`config.mk`:
```
export PLATFORM = sky130hd
export DESIGN_NAME = btb_port_scheduler
export DESIGN_NICKNAME = d
export VERILOG_FILES = /design/src/rtl/btb_port_scheduler_pkg.sv /design/src/rtl/btb_upd_fifo.sv /design/src/rtl/btb_port_scheduler.sv
export SDC_FILE = /design/constraint.sdc
export NUM_CORES = 1
export LEC_CHECK = 0
export CORE_MARGIN = 1
export CORE_UTILIZATION = 50
export CTS_CLUSTER_DIAMETER = 200
export DETAILED_ROUTE_END_ITERATION = 16
export PLACE_DENSITY = 0.78
export SLEW_MARGIN = 20
export SYNTH_ARGS = -nofsm -noshare
export SYNTH_HDL_FRONTEND = slang
export SYNTH_SLANG_ARGS = --single-unit
```
`constraint.sdc`:
```
create_clock -name clk -period 13.75 [get_ports clk]
set_input_delay 2.0625 -clock clk [delete_from_list [all_inputs] [get_ports clk]]
set_output_delay 2.0625 -clock clk [all_outputs]
set_load 0.02 [all_outputs]
```
`src/rtl/btb_port_scheduler_pkg.sv`:
```
// rtl/btb_port_scheduler_pkg.sv - shared BTB field widths, entry slices and scheduler state encoding
package btb_port_scheduler_pkg;

  localparam int BTB_INDEX_W = 9;
  localparam int BTB_TAG_W   = 12;
  localparam int BTB_TYP_W   = 2;
  localparam int BTB_TAR_W   = 32;
  localparam int BTB_ENTRY_W = 1 + BTB_TAG_W + BTB_TYP_W + BTB_TAR_W;
  localparam int BTB_ENTRIES = 1 << BTB_INDEX_W;

  // Entry layout: {valid, tag, typ, tar}, shared with the array read side.
  localparam int BTB_VALID_BIT = BTB_ENTRY_W - 1;
  localparam int BTB_TAG_HI    = BTB_VALID_BIT - 1;
  localparam int BTB_TAG_LO    = BTB_TAG_HI - BTB_TAG_W + 1;
  localparam int BTB_TYP_HI    = BTB_TAG_LO - 1;
  localparam int BTB_TYP_LO    = BTB_TAR_W;
  localparam int BTB_TAR_HI    = BTB_TAR_W - 1;
  localparam int BTB_TAR_LO    = 0;

  typedef enum logic {
    ST_INIT = 1'b0,
    ST_RUN  = 1'b1
  } sched_state_e;

  function automatic logic [BTB_ENTRY_W-1:0] btb_entry_pack(
    input logic [BTB_TAG_W-1:0] tag,
    input logic [BTB_TYP_W-1:0] typ,
    input logic [BTB_TAR_W-1:0] tar
  );
    logic [BTB_ENTRY_W-1:0] e;
    e = '0;
    e[BTB_VALID_BIT]          = 1'b1;
    e[BTB_TAG_HI:BTB_TAG_LO]  = tag;
    e[BTB_TYP_HI:BTB_TYP_LO]  = typ;
    e[BTB_TAR_HI:BTB_TAR_LO]  = tar;
    return e;
  endfunction

endpackage

```
`src/rtl/btb_upd_fifo.sv`:
```
// rtl/btb_upd_fifo.sv - small update FIFO with synchronous flush and async reset
module btb_upd_fifo #(
  parameter int WIDTH = 55,
  parameter int DEPTH = 4
) (
  input  logic             clk,
  input  logic             resetn,
  input  logic             i_flush,
  input  logic             i_push,
  input  logic [WIDTH-1:0] i_data,
  input  logic             i_pop,
  output logic [WIDTH-1:0] o_head,
  output logic             o_full,
  output logic             o_empty
);

  localparam int PTR_W = $clog2(DEPTH);

  logic [WIDTH-1:0] r_mem [DEPTH];
  logic [PTR_W:0]   r_wptr;
  logic [PTR_W:0]   r_rptr;
  logic             w_push;
  logic             w_pop;

  // Extra pointer MSB distinguishes full from empty when the indices match.
  assign o_empty = (r_wptr == r_rptr);
  assign o_full  = (r_wptr[PTR_W] != r_rptr[PTR_W]) &&
                   (r_wptr[PTR_W-1:0] == r_rptr[PTR_W-1:0]);
  assign o_head  = r_mem[r_rptr[PTR_W-1:0]];
  assign w_push  = i_push && !o_full;
  assign w_pop   = i_pop && !o_empty;

  always_ff @(posedge clk or negedge resetn) begin
    if (!resetn) begin
      r_wptr <= '0;
      r_rptr <= '0;
    end else if (i_flush) begin
      r_wptr <= '0;
      r_rptr <= '0;
    end else begin
      if (w_push) r_wptr <= r_wptr + 1'b1;
      if (w_pop)  r_rptr <= r_rptr + 1'b1;
    end
  end

  always_ff @(posedge clk) begin
    if (w_push && !i_flush) r_mem[r_wptr[PTR_W-1:0]] <= i_data;
  end

endmodule

```
`src/rtl/btb_port_scheduler.sv`:
```
// rtl/btb_port_scheduler.sv - arbitrates the single BTB port between fetch lookups, queued updates and the invalidation sweep
module btb_port_scheduler
  import btb_port_scheduler_pkg::*;
#(
  parameter int INDEX_W      = BTB_INDEX_W,
  parameter int TAG_W        = BTB_TAG_W,
  parameter int TYP_W        = BTB_TYP_W,
  parameter int FIFO_DEPTH   = 4,
  parameter int STARVE_LIMIT = 8
) (
  input  logic                   clk,
  input  logic                   resetn,
  input  logic                   lookup_req,
  input  logic [INDEX_W-1:0]     lookup_index,
  output logic                   lookup_grant,
  output logic                   fetch_stall_req,
  input  logic                   upd_valid,
  output logic                   upd_ready,
  input  logic [INDEX_W-1:0]     upd_index,
  input  logic [TAG_W-1:0]       upd_tag,
  input  logic [TYP_W-1:0]       upd_typ,
  input  logic [31:0]            upd_tar,
  input  logic                   inv_all,
  output logic                   btb_en,
  output logic                   btb_we,
  output logic [INDEX_W-1:0]     btb_addr,
  output logic [BTB_ENTRY_W-1:0] btb_wdata,
  output logic                   init_busy
);

  localparam int FIFO_W = INDEX_W + TAG_W + TYP_W + 32;
  localparam int AGE_W  = $clog2(STARVE_LIMIT + 1);
  localparam logic [AGE_W-1:0] AGE_MAX = AGE_W'(STARVE_LIMIT);

  sched_state_e       r_state;
  sched_state_e       w_state_nxt;
  logic [INDEX_W-1:0] r_cnt;
  logic [INDEX_W-1:0] w_cnt_nxt;
  logic [AGE_W-1:0]   r_age;
  logic [AGE_W-1:0]   w_age_nxt;

  logic               w_push;
  logic               w_pop;
  logic               w_full;
  logic               w_empty;
  logic               w_steal;
  logic               w_en;
  logic               w_we;
  logic [FIFO_W-1:0]  w_head;
  logic [FIFO_W-1:0]  w_upd_data;
  logic [INDEX_W-1:0] w_head_index;
  logic [TAG_W-1:0]   w_head_tag;
  logic [TYP_W-1:0]   w_head_typ;
  logic [31:0]        w_head_tar;

  assign w_upd_data = {upd_index, upd_tag, upd_typ, upd_tar};
  assign {w_head_index, w_head_tag, w_head_typ, w_head_tar} = w_head;
  assign w_push     = upd_valid && upd_ready;
  assign w_steal    = !w_empty && ((r_age == AGE_MAX) || w_full);

  btb_upd_fifo #(
    .WIDTH (FIFO_W),
    .DEPTH (FIFO_DEPTH)
  ) u_fifo (
    .clk     (clk),
    .resetn  (resetn),
    .i_flush (inv_all),
    .i_push  (w_push),
    .i_data  (w_upd_data),
    .i_pop   (w_pop),
    .o_head  (w_head),
    .o_full  (w_full),
    .o_empty (w_empty)
  );

  always_ff @(posedge clk or negedge resetn) begin
    if (!resetn) begin
      r_state <= ST_INIT;
      r_cnt   <= '0;
      r_age   <= '0;
    end else begin
      r_state <= w_state_nxt;
      r_cnt   <= w_cnt_nxt;
      r_age   <= w_age_nxt;
    end
  end

  always_comb begin
    w_state_nxt     = r_state;
    w_cnt_nxt       = r_cnt;
    w_en            = 1'b0;
    w_we            = 1'b0;
    w_pop           = 1'b0;
    btb_addr        = '0;
    btb_wdata       = '0;
    lookup_grant    = 1'b0;
    fetch_stall_req = 1'b0;
    upd_ready       = 1'b0;
    init_busy       = (r_state == ST_INIT);

    if (inv_all) begin
      // Port is idle this cycle; the sweep starts fresh next cycle.
      fetch_stall_req = 1'b1;
      w_state_nxt     = ST_INIT;
      w_cnt_nxt       = '0;
    end else begin
      case (r_state)
        ST_INIT: begin
          w_en            = 1'b1;
          w_we            = 1'b1;
          btb_addr        = r_cnt;
          fetch_stall_req = 1'b1;
          w_cnt_nxt       = r_cnt + 1'b1;
          if (r_cnt == '1) w_state_nxt = ST_RUN;
        end
        ST_RUN: begin
          upd_ready = !w_full;
          if (w_steal) begin
            w_en            = 1'b1;
            w_we            = 1'b1;
            w_pop           = 1'b1;
            btb_addr        = w_head_index;
            btb_wdata       = btb_entry_pack(w_head_tag, w_head_typ, w_head_tar);
            fetch_stall_req = 1'b1;
          end else if (lookup_req) begin
            w_en         = 1'b1;
            btb_addr     = lookup_index;
            lookup_grant = 1'b1;
          end else if (!w_empty) begin
            w_en      = 1'b1;
            w_we      = 1'b1;
            w_pop     = 1'b1;
            btb_addr  = w_head_index;
            btb_wdata = btb_entry_pack(w_head_tag, w_head_typ, w_head_tar);
          end
        end
        default: w_state_nxt = ST_INIT;
      endcase
    end
  end

  // Age tracks how long the current head has waited for the port.
  always_comb begin
    w_age_nxt = r_age;
    if (inv_all || w_empty || w_pop) begin
      w_age_nxt = '0;
    end else if (r_age != AGE_MAX) begin
      w_age_nxt = r_age + 1'b1;
    end
  end

  assign btb_en = w_en && resetn;
  assign btb_we = w_we && resetn;

endmodule
```
==> flow_metrics.tcl, run 1 <==
set metrics [dict create \
    netlist-cell-type-count 39 \
    yosysSeqAreaShare_pct 73.17 \
    yosys.area.top_type_share_pct 68.01 \
    total_core_area_mm2 0.01889 \
    yosys-top-cells-area "sky130_fd_sc_hd__edfxtp_1, sky130_fd_sc_hd__mux4_2, sky130_fd_sc_hd__dfrtp_1" \
    synthesis_stage_register_bit_count 240 \
    grt_first_pass_wirelength_um 28650 \
    seq_power_share_pct 52.2 \
    ff_to_ff_setup_slack_ns 10.64 \
    drt-pass1-iter-count 4 \
    share_comb_of_total_power_pct 2.3 \
    grt_start_max_net_pins 60 \
    worst_path_dominant_cell_family "buffers and inverters" \
    most-common-layout-cells "sky130_fd_sc_hd__edfxtp_1, sky130_fd_sc_hd__clkdlybuf4s50_1, sky130_fd_sc_hd__mux4_2, sky130_fd_sc_hd__nor2b_1, sky130_fd_sc_hd__nor2_1" \
    syn-instance-count 509 \
    p_switching_mw 0.2792 \
    finalClockSkew_ns 0.01154 \
    ctsHoldBuffers 0 \
    first_iter_violations 236 \
    nFillCells 1318 \
    viasPerCell 5.459 \
    detailedPlacementHpwl_um 10330 \
    cts_post_setup_buffers_inserted 0 \
    cts_sinks 240 \
    timing.rr.end "u_fifo.r_rptr[1]" \
    data_required_time_at_the_worst_endpoint_ns 11.69 \
    highest-signal-layer "met4" \
    timing.final.hold_violations 0 \
    ioPinCount 131 \
    path_class "in2out" \
    finalWeightedCongestion 0.7730 \
    postPlaceCellArea_mm2 0.01128 \
    cp_num_buf_inv 2 \
    worst_setup_path_end_kind "primary output" \
    cts-root-buf "sky130_fd_sc_hd__clkbuf_16" \
    grt_setup_unrepaired "false" \
    final.min_clock_period_ns 7.355 \
    timing.final.setup_violations 0 \
    yosys_warnings 0 \
    synth.net_count 587 \
    met2_length_um 9146 \
    worst_ir_drop_vdd_mv 0.09974 \
    dieHeight_um 141.4 \
    clkSlewWorstSetupHoldPaths_ns 0.06 \
    grt_use_total_pct 18.78 \
    clk_path_buf_depth 3 \
    critPathArrivalTime_ns 5.29 \
    reg2reg_from "u_fifo.r_rptr[1]" \
    internal-power_mw 1.251 \
    outcome "finished, final reports clean" \
    relSlewSlack_pct 29.82 \
    leakagePower_nw 3.835 \
    cts-htree-levels 1 \
    design.final.nets 721 \
    postSynthAreaPerCell_um2 19.08 \
    timing.critical_path.slowest_cell_delay_ns 0.94 \
    timing.max_cap.violations 0 \
    avgRoutedWirePerCell_um 19.63 \
    drtAntennaViolNets 0 \
    timing.final.max_slew_violations 0 \
    globalRoute.totalOverflow 0 \
    stdcell_area_mm2 0.01215 \
    layout.cells.most_common "sky130_fd_sc_hd__edfxtp_1" \
    synth_area_mm2 0.009713 \
    timing.critical_path.slowest_stage_cell "sky130_fd_sc_hd__clkdlybuf4s50_1" \
    power_frac_clock_pct 45.5 \
    pwr_density_cell_mw_per_mm2 125.9 \
    worstSkewPairLatency_ns 0.51 \
    cpMostUsedCell "sky130_fd_sc_hd__clkdlybuf4s50_1" \
    buffer_ports.inserted 130 \
    tns_ns 0 \
    met1Wirelength_um 7482 \
    dr_total_vias 5033 \
    fp-row-count 50 \
    worstSetupStartpointType "input pin" \
    fmaxAchievable_mhz 136.0 \
    power.switching_fraction_pct 18.24 \
    finalWirelength_um 18100 \
    hold-path-endpoint "r_age[3]" \
    clock_tree_from_tritoncts "built" \
    worstMarginPinSlew_ns 1.045 \
    numCtsBuffers 25 \
    r2r.worst_path.cells 5 \
    cts_resized 0 \
    crit_path_max_fanout 48 \
    die_extent_in_x_um 141.4 \
    post_route_cells_drive_above_1_share_pct 17.52 \
    initial_cell_density_of_the_core_pct 51.41 \
    routed_length_on_met3_um 1164 \
    layout-area-overhead-vs-synth_pct 25.08 \
    via_count_of_the_first_global_routing_pass 5307 \
    netlist.top_cell.by_area "sky130_fd_sc_hd__edfxtp_1" \
    die_area_mm2 0.01999 \
    antenna_found_initial 0 \
    worst_hold_path_type "reg2reg" \
    number_of_cells_on_the_worst_hold_path 2 \
    min_from "r_age[3]" \
    drt_drc_violations_left 0 \
    insertedDiodeCount 0 \
    critical_path_stages 5 \
    final.period_utilization_pct 53.49 \
    critical_path.cell_chain "clkdlybuf4s50_1 -> nand2b_1 -> nand3b_4 -> nor2b_1 -> clkdlybuf4s50_1" \
]
-- per-layer routing --
metal	track usage, %	vias up
met5	0	-
met3	3.746	26
met4	5.207	0
met1	24.39	2556
met2	32.46	154
li1	-	2297
-- worst max-delay path by stage --
stage	startpoint	endpoint
CTS	inv_all	btb_wdata[25]
finish	inv_all	btb_wdata[25]
global route	inv_all	btb_wdata[21]
detailed placement	inv_all	btb_wdata[25]
floorplan	inv_all	u_fifo.r_mem[3][0]
global placement	inv_all	btb_wdata[25]
-- state kept, by name, summed over array words and instances (netlist names) --
register,count
u_fifo.r_mem,220
r_cnt,9
r_age,4
u_fifo.r_rptr,3
u_fifo.r_wptr,3
r_state,1
-- area by class of cell --
class	count	area, um2	share of cell area, %
Timing Repair Buffer	136	1346	11.08
Tap cell	260	325.3	2.678
Clock buffer	28	646.9	5.324
Inverter	8	30.03	0.2472
Multi-Input combinational cell	232	2462	20.27
Clock inverter	18	226.5	1.864
Sequential cell	240	7112	58.54
-- power groups by stage --
stage                     sequential (mW)  clock [mW]  combinational [mW]
final                               0.798       0.696              0.0355
after detailed placement            0.813           0              0.0353
after global placement              0.813           0              0.0330
after CTS                           0.798       0.713              0.0355
after global routing                0.798       0.740              0.0383
after floorplan                     0.813           0             0.00603
-- kinds of logic after synthesis --
group,share of synthesized area [%]
xor+xnor,1.507
fa+ha+maj,1.159
simple gates,6.312
buf+inv,1.790
mux,13.41
flops,73.17
compound gates,2.653
-- worst min-delay path: stages, from the launching register on --
cell and delay [ns]:
sky130_fd_sc_hd__dfrtp_1 0.37, sky130_fd_sc_hd__xor2_1 0.08, sky130_fd_sc_hd__nor2_1 0.08
-- synthesized netlist by cell type --
| cell | instances |
|---|---|
| sky130_fd_sc_hd__nor3_1 | 3 |
| sky130_fd_sc_hd__and3b_1 | 1 |
| sky130_fd_sc_hd__mux2i_1 | 3 |
| sky130_fd_sc_hd__mux4_2 | 55 |
| sky130_fd_sc_hd__nand4_1 | 4 |
| sky130_fd_sc_hd__edfxtp_1 | 220 |
| sky130_fd_sc_hd__buf_4 | 3 |
| sky130_fd_sc_hd__a21oi_2 | 1 |
| sky130_fd_sc_hd__or3_1 | 2 |
| sky130_fd_sc_hd__nand3b_2 | 1 |
| sky130_fd_sc_hd__inv_1 | 8 |
| sky130_fd_sc_hd__xor2_1 | 7 |
| sky130_fd_sc_hd__mux2_2 | 2 |
| sky130_fd_sc_hd__buf_2 | 12 |
| sky130_fd_sc_hd__o31ai_1 | 2 |
| sky130_fd_sc_hd__o21ai_0 | 4 |
| sky130_fd_sc_hd__a311oi_2 | 1 |
| sky130_fd_sc_hd__o211ai_1 | 9 |
| sky130_fd_sc_hd__a211o_1 | 1 |
| sky130_fd_sc_hd__dfrtp_1 | 20 |
| sky130_fd_sc_hd__a21oi_1 | 3 |
| sky130_fd_sc_hd__buf_6 | 1 |
| sky130_fd_sc_hd__or3_2 | 1 |
| sky130_fd_sc_hd__a311oi_1 | 10 |
| sky130_fd_sc_hd__and2_1 | 3 |
| sky130_fd_sc_hd__nor2b_1 | 50 |
| sky130_fd_sc_hd__mux2_1 | 1 |
| sky130_fd_sc_hd__clkbuf_2 | 1 |
| sky130_fd_sc_hd__xnor2_1 | 6 |
| sky130_fd_sc_hd__buf_1 | 1 |
| sky130_fd_sc_hd__nor2_1 | 27 |
| sky130_fd_sc_hd__a31oi_1 | 2 |
| sky130_fd_sc_hd__nand3_1 | 13 |
| sky130_fd_sc_hd__a21o_1 | 1 |
| sky130_fd_sc_hd__xnor2_2 | 2 |
| sky130_fd_sc_hd__clkbuf_1 | 11 |
| sky130_fd_sc_hd__nand2_1 | 6 |
| sky130_fd_sc_hd__ha_1 | 9 |
| sky130_fd_sc_hd__nand2b_1 | 2 |
-- stage by stage --
stage	hold WS, ns	total power [mW]	cells	util, %	worst slack, ns
after global routing	0.5946	1.576	922	64.30	6.185
final	0.5613	1.530	922	64.30	6.395
after CTS	0.5625	1.546	922	64.30	6.377
after floorplan	0.4971	0.8195	509	-	6.600
after detailed placement	0.5461	0.8486	876	59.68	6.421
after global placement	0.5132	0.8461	876	59.64	5.908
No activity file was read; power rests on OpenSTA's default activity.
==> run 2, diff against run 1 <==
--- a/config.mk
+++ b/config.mk
@@ -6,10 +6,10 @@
 export NUM_CORES = 1
 export LEC_CHECK = 0
 export CORE_MARGIN = 1
-export CORE_UTILIZATION = 50
+export CORE_UTILIZATION = 49
 export CTS_CLUSTER_DIAMETER = 200
 export DETAILED_ROUTE_END_ITERATION = 16
-export PLACE_DENSITY = 0.78
+export PLACE_DENSITY = 0.79
 export SLEW_MARGIN = 20
 export SYNTH_ARGS = -nofsm -noshare
 export SYNTH_HDL_FRONTEND = slang
==> constraint.sdc (replaced) <==
create_clock -name clk -period 6.04 [get_ports clk]
set_input_delay 0.906 -clock clk [delete_from_list [all_inputs] [get_ports clk]]
set_output_delay 0.906 -clock clk [all_outputs]
set_load 0.02 [all_outputs]
==> run 2 against run 1 <==
Net effect: critical path depth unchanged; first-iteration DRC count increased by 27%; die area increased by 2.0%; clock skew decreased by 0.0042 ns; via count about the same; sequential share of layout area increased by 0.56 points; clock power increased by 98%; hold slack got worse by 0.016 ns.
==> flow_metrics.tcl, run 2 (synthesis results as in run 1) <==
set metrics [dict create \
    nFillCells 1381 \
    pwr_density_cell_mw_per_mm2 272.6 \
    grt_first_pass_wirelength_um 28140 \
    leakagePower_nw 3.788 \
    post_route_cells_drive_above_1_share_pct 16.72 \
    initial_cell_density_of_the_core_pct 49.91 \
    detailedPlacementHpwl_um 11000 \
    worst_ir_drop_vdd_mv 0.2550 \
    finalHoldWorstSlack_ns 0.5451 \
    finalClockSkew_ns 0.007339 \
    clk_path_buf_depth 3 \
    min_from "r_age[3]" \
    total_power_mw 3.280 \
    ioPinCount 131 \
    drt_drc_violations_left 0 \
    clock_tree_from_tritoncts "built" \
    worstSkewPairLatency_ns 0.49 \
    die_area_mm2 0.02039 \
    cts_post_setup_buffers_inserted 0 \
    data_required_time_at_the_worst_endpoint_ns 5.13 \
    cts_sinks 240 \
    dieHeight_um 142.8 \
    cts-htree-levels 1 \
    tns_ns 0 \
    dr_total_vias 5032 \
    globalRoute.totalOverflow 0 \
    clkSlewWorstSetupHoldPaths_ns 0.06 \
    first_iter_violations 300 \
    avgRoutedWirePerCell_um 19.53 \
    grt_setup_unrepaired "false" \
    relSlewSlack_pct 33.37 \
    fmaxAchievable_mhz 214.6 \
    finalWeightedCongestion 0.8000 \
    path_class "reg2out" \
    drt-pass1-iter-count 5 \
    worst_setup_path_end_kind "primary output" \
    numCtsBuffers 23 \
    cts_resized 0 \
    hold-path-endpoint "r_age[3]" \
    layout-area-overhead-vs-synth_pct 23.89 \
    final.min_clock_period_ns 4.661 \
    crit_path_max_fanout 48 \
    final.period_utilization_pct 77.16 \
    ff_to_ff_setup_slack_ns 2.60 \
    timing.final.setup_violations 0 \
    most-common-layout-cells "sky130_fd_sc_hd__edfxtp_1, sky130_fd_sc_hd__clkdlybuf4s50_1, sky130_fd_sc_hd__mux4_2, sky130_fd_sc_hd__nor2b_1, sky130_fd_sc_hd__nor2_1" \
    worstMarginPinSlew_ns 0.9918 \
    ctsHoldBuffers 0 \
    grt_use_total_pct 18.30 \
    drtAntennaViolNets 0 \
    critPathArrivalTime_ns 3.75 \
    reg2reg_from "r_state" \
    fp-row-count 51 \
    layout.cells.most_common "sky130_fd_sc_hd__edfxtp_1" \
    die_extent_in_x_um 142.8 \
    worstSetupStartpointType "register" \
    cts-root-buf "sky130_fd_sc_hd__clkbuf_16" \
    viasPerCell 5.452 \
    timing.final.max_slew_violations 0 \
    number_of_cells_on_the_worst_hold_path 2 \
    insertedDiodeCount 0 \
    worst_hold_path_type "reg2reg" \
    post_layout_nonfiller_instances 923 \
    flip_flop_count_of_the_largest_register_all_copies_and_words_added 220 \
    finalWirelength_um 18030 \
    outcome "finished, final reports clean" \
    timing.final.hold_violations 0 \
    total_core_area_mm2 0.01946 \
    post-route-util_pct 61.83 \
    via_count_of_the_first_global_routing_pass 5231 \
    r2r.worst_path.cells 4 \
    grt_start_max_net_pins 58 \
    timing.max_cap.violations 0 \
    antenna_found_initial 0 \
    buffer_ports.inserted 130 \
    dp.cells 882 \
    design.final.nets 720 \
    timing.rr.end "u_fifo.r_mem[2][46]" \
]
run 2: cell count changes in the layout (fill, tap and decap cells not counted):
cell,previous run,this run
sky130_fd_sc_hd__clkbuf_1,2,7
sky130_fd_sc_hd__clkbuf_8,1,3
sky130_fd_sc_hd__bufinv_16,5,0
sky130_fd_sc_hd__clkinv_1,3,0
sky130_fd_sc_hd__clkbuf_16,25,26
sky130_fd_sc_hd__clkinv_2,5,4
sky130_fd_sc_hd__clkinvlp_4,3,0
sky130_fd_sc_hd__inv_4,0,1
sky130_fd_sc_hd__inv_6,2,0
sky130_fd_sc_hd__buf_4,6,7
run 2: metal layers:
layer / up-vias / part of all wire [%] / GRT usage (%)
met2: 147 / 51 / 31.97
met5: - / 0 / 0
met3: 27 / 5.1 / 2.884
met1: 2571 / 42 / 23.91
li1: 2287 / - / -
met4: 0 / 1.5 / 4.980
run 2: worst max path at each step:
stage | startpoint | endpoint | cells after the start
floorplan | inv_all | u_fifo.r_mem[3][0] | 2
global placement | inv_all | btb_wdata[24] | 6
detailed placement | lookup_req | btb_wdata[24] | 6
CTS | u_fifo.r_rptr[0] | btb_wdata[24] | 5
global route | u_fifo.r_rptr[0] | btb_wdata[24] | 5
finish | u_fifo.r_rptr[0] | btb_wdata[24] | 5
run 2: cell type report:
class	instances	area (um2)	share of cell area, %
clock buffers	36	718.2	5.968
multi-input cells	232	2462	20.46
clock inverters	5	26.28	0.2183
flip-flops and latches	240	7112	59.10
well taps	265	331.6	2.755
inverters	8	30.03	0.2495
repair buffers	137	1354	11.25
run 2: per-stage QoR:
step | cell area [um2] | worst slack [ns]
2_1_floorplan | 9713 | 0.04609
3_3_place_gp | 11280 | 1.052
3_5_place_dp | 11290 | 1.422
4_1_cts | 12030 | 1.315
5_1_grt | 12030 | 1.124
6_report | 12030 | 1.379
run 2: power by group:
part,internal (mW),leakage (nW),switching [mW]
clock network,0.818,0.370,0.565
registers,1.81,2.25,0.00251
logic,0.0472,1.17,0.0338
run 2: critical path, stage by stage (launching register included):
cell                              delay (ns)
sky130_fd_sc_hd__dfrtp_4                0.68
sky130_fd_sc_hd__xnor2_2                0.41
sky130_fd_sc_hd__a211o_1                0.50
sky130_fd_sc_hd__nand3b_4               0.58
sky130_fd_sc_hd__nor2b_1                0.42
sky130_fd_sc_hd__clkdlybuf4s50_1        0.66
==> run 3, diff against run 2 <==
==> constraint.sdc (replaced) <==
create_clock -name clk -period 4.2 [get_ports clk]
set_input_delay 0.63 -clock clk [delete_from_list [all_inputs] [get_ports clk]]
set_output_delay 0.63 -clock clk [all_outputs]
set_load 0.02 [all_outputs]
==> run 3 against run 2 <==
Net effect: power grew 49%; global-route usage increased by 0.55 points; critical path depth increased by 1; wire length rose by 2.8%; largest cell class unchanged.
==> flow_metrics.tcl, run 3 (synthesis results as in run 1) <==
set metrics [dict create \
    design.final.nets 725 \
    fp-row-count 51 \
    worst_ir_drop_vdd_mv 0.3201 \
    critPathArrivalTime_ns 3.25 \
    power.switching_fraction_pct 18.41 \
    detailedPlacementHpwl_um 11040 \
    finalHoldWorstSlack_ns 0.4865 \
    numCtsBuffers 24 \
    cts_resized 0 \
    share_comb_of_total_power_pct 2.4 \
    ioPinCount 131 \
    dieHeight_um 142.8 \
    total_power_mw 4.893 \
    worstSkewPairLatency_ns 0.50 \
    cts_post_setup_buffers_inserted 0 \
    nFillCells 1329 \
    finalWeightedCongestion 0.7928 \
    clock_tree_from_tritoncts "built" \
    timing.final.setup_violations 0 \
    worst_setup_path_end_kind "primary output" \
    via_count_of_the_first_global_routing_pass 5405 \
    pwr_density_cell_mw_per_mm2 401.6 \
    avgRoutedWirePerCell_um 19.93 \
    clk_path_buf_depth 3 \
    finalWirelength_um 18540 \
    initial_cell_density_of_the_core_pct 49.91 \
    timing.final.max_slew_violations 0 \
    grt_first_pass_wirelength_um 29280 \
    layout-area-overhead-vs-synth_pct 25.43 \
    ff_to_ff_setup_slack_ns 1.62 \
    worstMarginPinSlew_ns 0.8748 \
    globalRoute.totalOverflow 0 \
    buffer_ports.inserted 130 \
    grt_setup_unrepaired "false" \
    flip_flop_count_of_the_largest_register_all_copies_and_words_added 220 \
    most-common-layout-cells "sky130_fd_sc_hd__edfxtp_1, sky130_fd_sc_hd__clkdlybuf4s50_1, sky130_fd_sc_hd__mux4_2, sky130_fd_sc_hd__nor2b_1, sky130_fd_sc_hd__nor2_1" \
    final.period_utilization_pct 92.43 \
    drt-pass1-iter-count 4 \
    power_frac_clock_pct 44.2 \
    dr_total_vias 5045 \
    post_route_cells_drive_above_1_share_pct 17.44 \
    finalClockSkew_ns 0.01073 \
    leakagePower_nw 3.851 \
    path_class "reg2out" \
    viasPerCell 5.425 \
    crit_path_max_fanout 48 \
    antenna_found_initial 0 \
    first_iter_violations 307 \
    drtAntennaViolNets 0 \
    total_core_area_mm2 0.01946 \
    timing.final.hold_violations 0 \
    post-route-util_pct 62.60 \
    internal-power_mw 3.992 \
    grt_use_total_pct 18.85 \
    p_switching_mw 0.9006 \
    seq_power_share_pct 53.4 \
    cts_sinks 240 \
    worstSetupStartpointType "register" \
    timing.max_cap.violations 0 \
    die_extent_in_x_um 142.8 \
    cts-root-buf "sky130_fd_sc_hd__clkbuf_16" \
    ctsHoldBuffers 0 \
    layout.cells.most_common "sky130_fd_sc_hd__edfxtp_1" \
    clkSlewWorstSetupHoldPaths_ns 0.06 \
    grt_start_max_net_pins 58 \
    data_required_time_at_the_worst_endpoint_ns 3.57 \
    final.min_clock_period_ns 3.882 \
    worst_hold_path_type "in2async" \
    relSlewSlack_pct 41.68 \
    tns_ns 0 \
    insertedDiodeCount 0 \
    fmaxAchievable_mhz 257.6 \
    drt_drc_violations_left 0 \
    cts-htree-levels 1 \
    outcome "finished, final reports clean" \
    die_area_mm2 0.02039 \
]
-- run 3: cell types whose count changed in the layout (fill, tap and decap cells not counted) --
| cell | change |
|---|---|
| sky130_fd_sc_hd__buf_12 | +5 |
| sky130_fd_sc_hd__buf_4 | -1 |
| sky130_fd_sc_hd__bufinv_16 | +3 |
| sky130_fd_sc_hd__clkbuf_1 | +1 |
| sky130_fd_sc_hd__clkbuf_16 | -1 |
| sky130_fd_sc_hd__clkbuf_8 | -1 |
| sky130_fd_sc_hd__clkinv_4 | +1 |
| sky130_fd_sc_hd__clkinvlp_4 | +1 |
| sky130_fd_sc_hd__inv_4 | -1 |
| sky130_fd_sc_hd__nand3b_2 | +1 |
| sky130_fd_sc_hd__nand3b_4 | -1 |
-- run 3: cell type report --
type                       count  area, um2  share of cell area (%)
sequential                   240       7112                   58.38
tap                          265      331.6                   2.722
timing repair buffer         141       1446                   11.87
clock inverter                 9      126.4                   1.037
clock buffer                  35      683.2                   5.607
multi-input combinational    232       2454                   20.14
inverter                       8      30.03                  0.2465
-- run 3: final timing paths --
path,to,start,cells after the start
min reg2reg,r_age[3],r_age[3],2
min,r_state,resetn,2
max,btb_wdata[27],u_fifo.r_rptr[0],6
max reg2reg,u_fifo.r_mem[0][52],u_fifo.r_rptr[0],4
min in group clk,r_age[3],r_age[3],2
max in group asynchronous,u_fifo.r_rptr[0],resetn,2
-- run 3: critical path, cell delays in order (launching register included) --
cell,delay (ns)
sky130_fd_sc_hd__dfrtp_4,0.62
sky130_fd_sc_hd__xnor2_2,0.41
sky130_fd_sc_hd__a211o_1,0.47
sky130_fd_sc_hd__nand3b_2,0.16
sky130_fd_sc_hd__buf_12,0.22
sky130_fd_sc_hd__nor2b_1,0.20
sky130_fd_sc_hd__clkdlybuf4s50_1,0.64
-- run 3: power by group through the flow --
stage	combinational, mW	clock, mW	sequential, mW
2_1_floorplan	0.0198	0	2.66
3_3_place_gp	0.110	0	2.66
3_5_place_dp	0.118	0	2.66
4_1_cts	0.118	2.22	2.61
5_1_grt	0.128	2.31	2.61
6_report	0.118	2.16	2.61
-- run 3: metal layers --
metal,vias up,global-route usage [%],routed length (um)
li1,2309,-,-
met1,2567,24.71,7722
met2,139,32.04,9407
met3,30,3.588,1048
met4,0,5.772,358
met5,-,0,0
-- run 3: per-stage QoR --
step	cells	setup WS [ns]	instance area (um2)
after floorplan	509	0.4700	9719
after global placement	886	0.6812	11370
after detailed placement	886	0.5945	11370
after CTS	930	0.2777	12180
after global routing	930	0.1741	12180
final	930	0.3180	12180
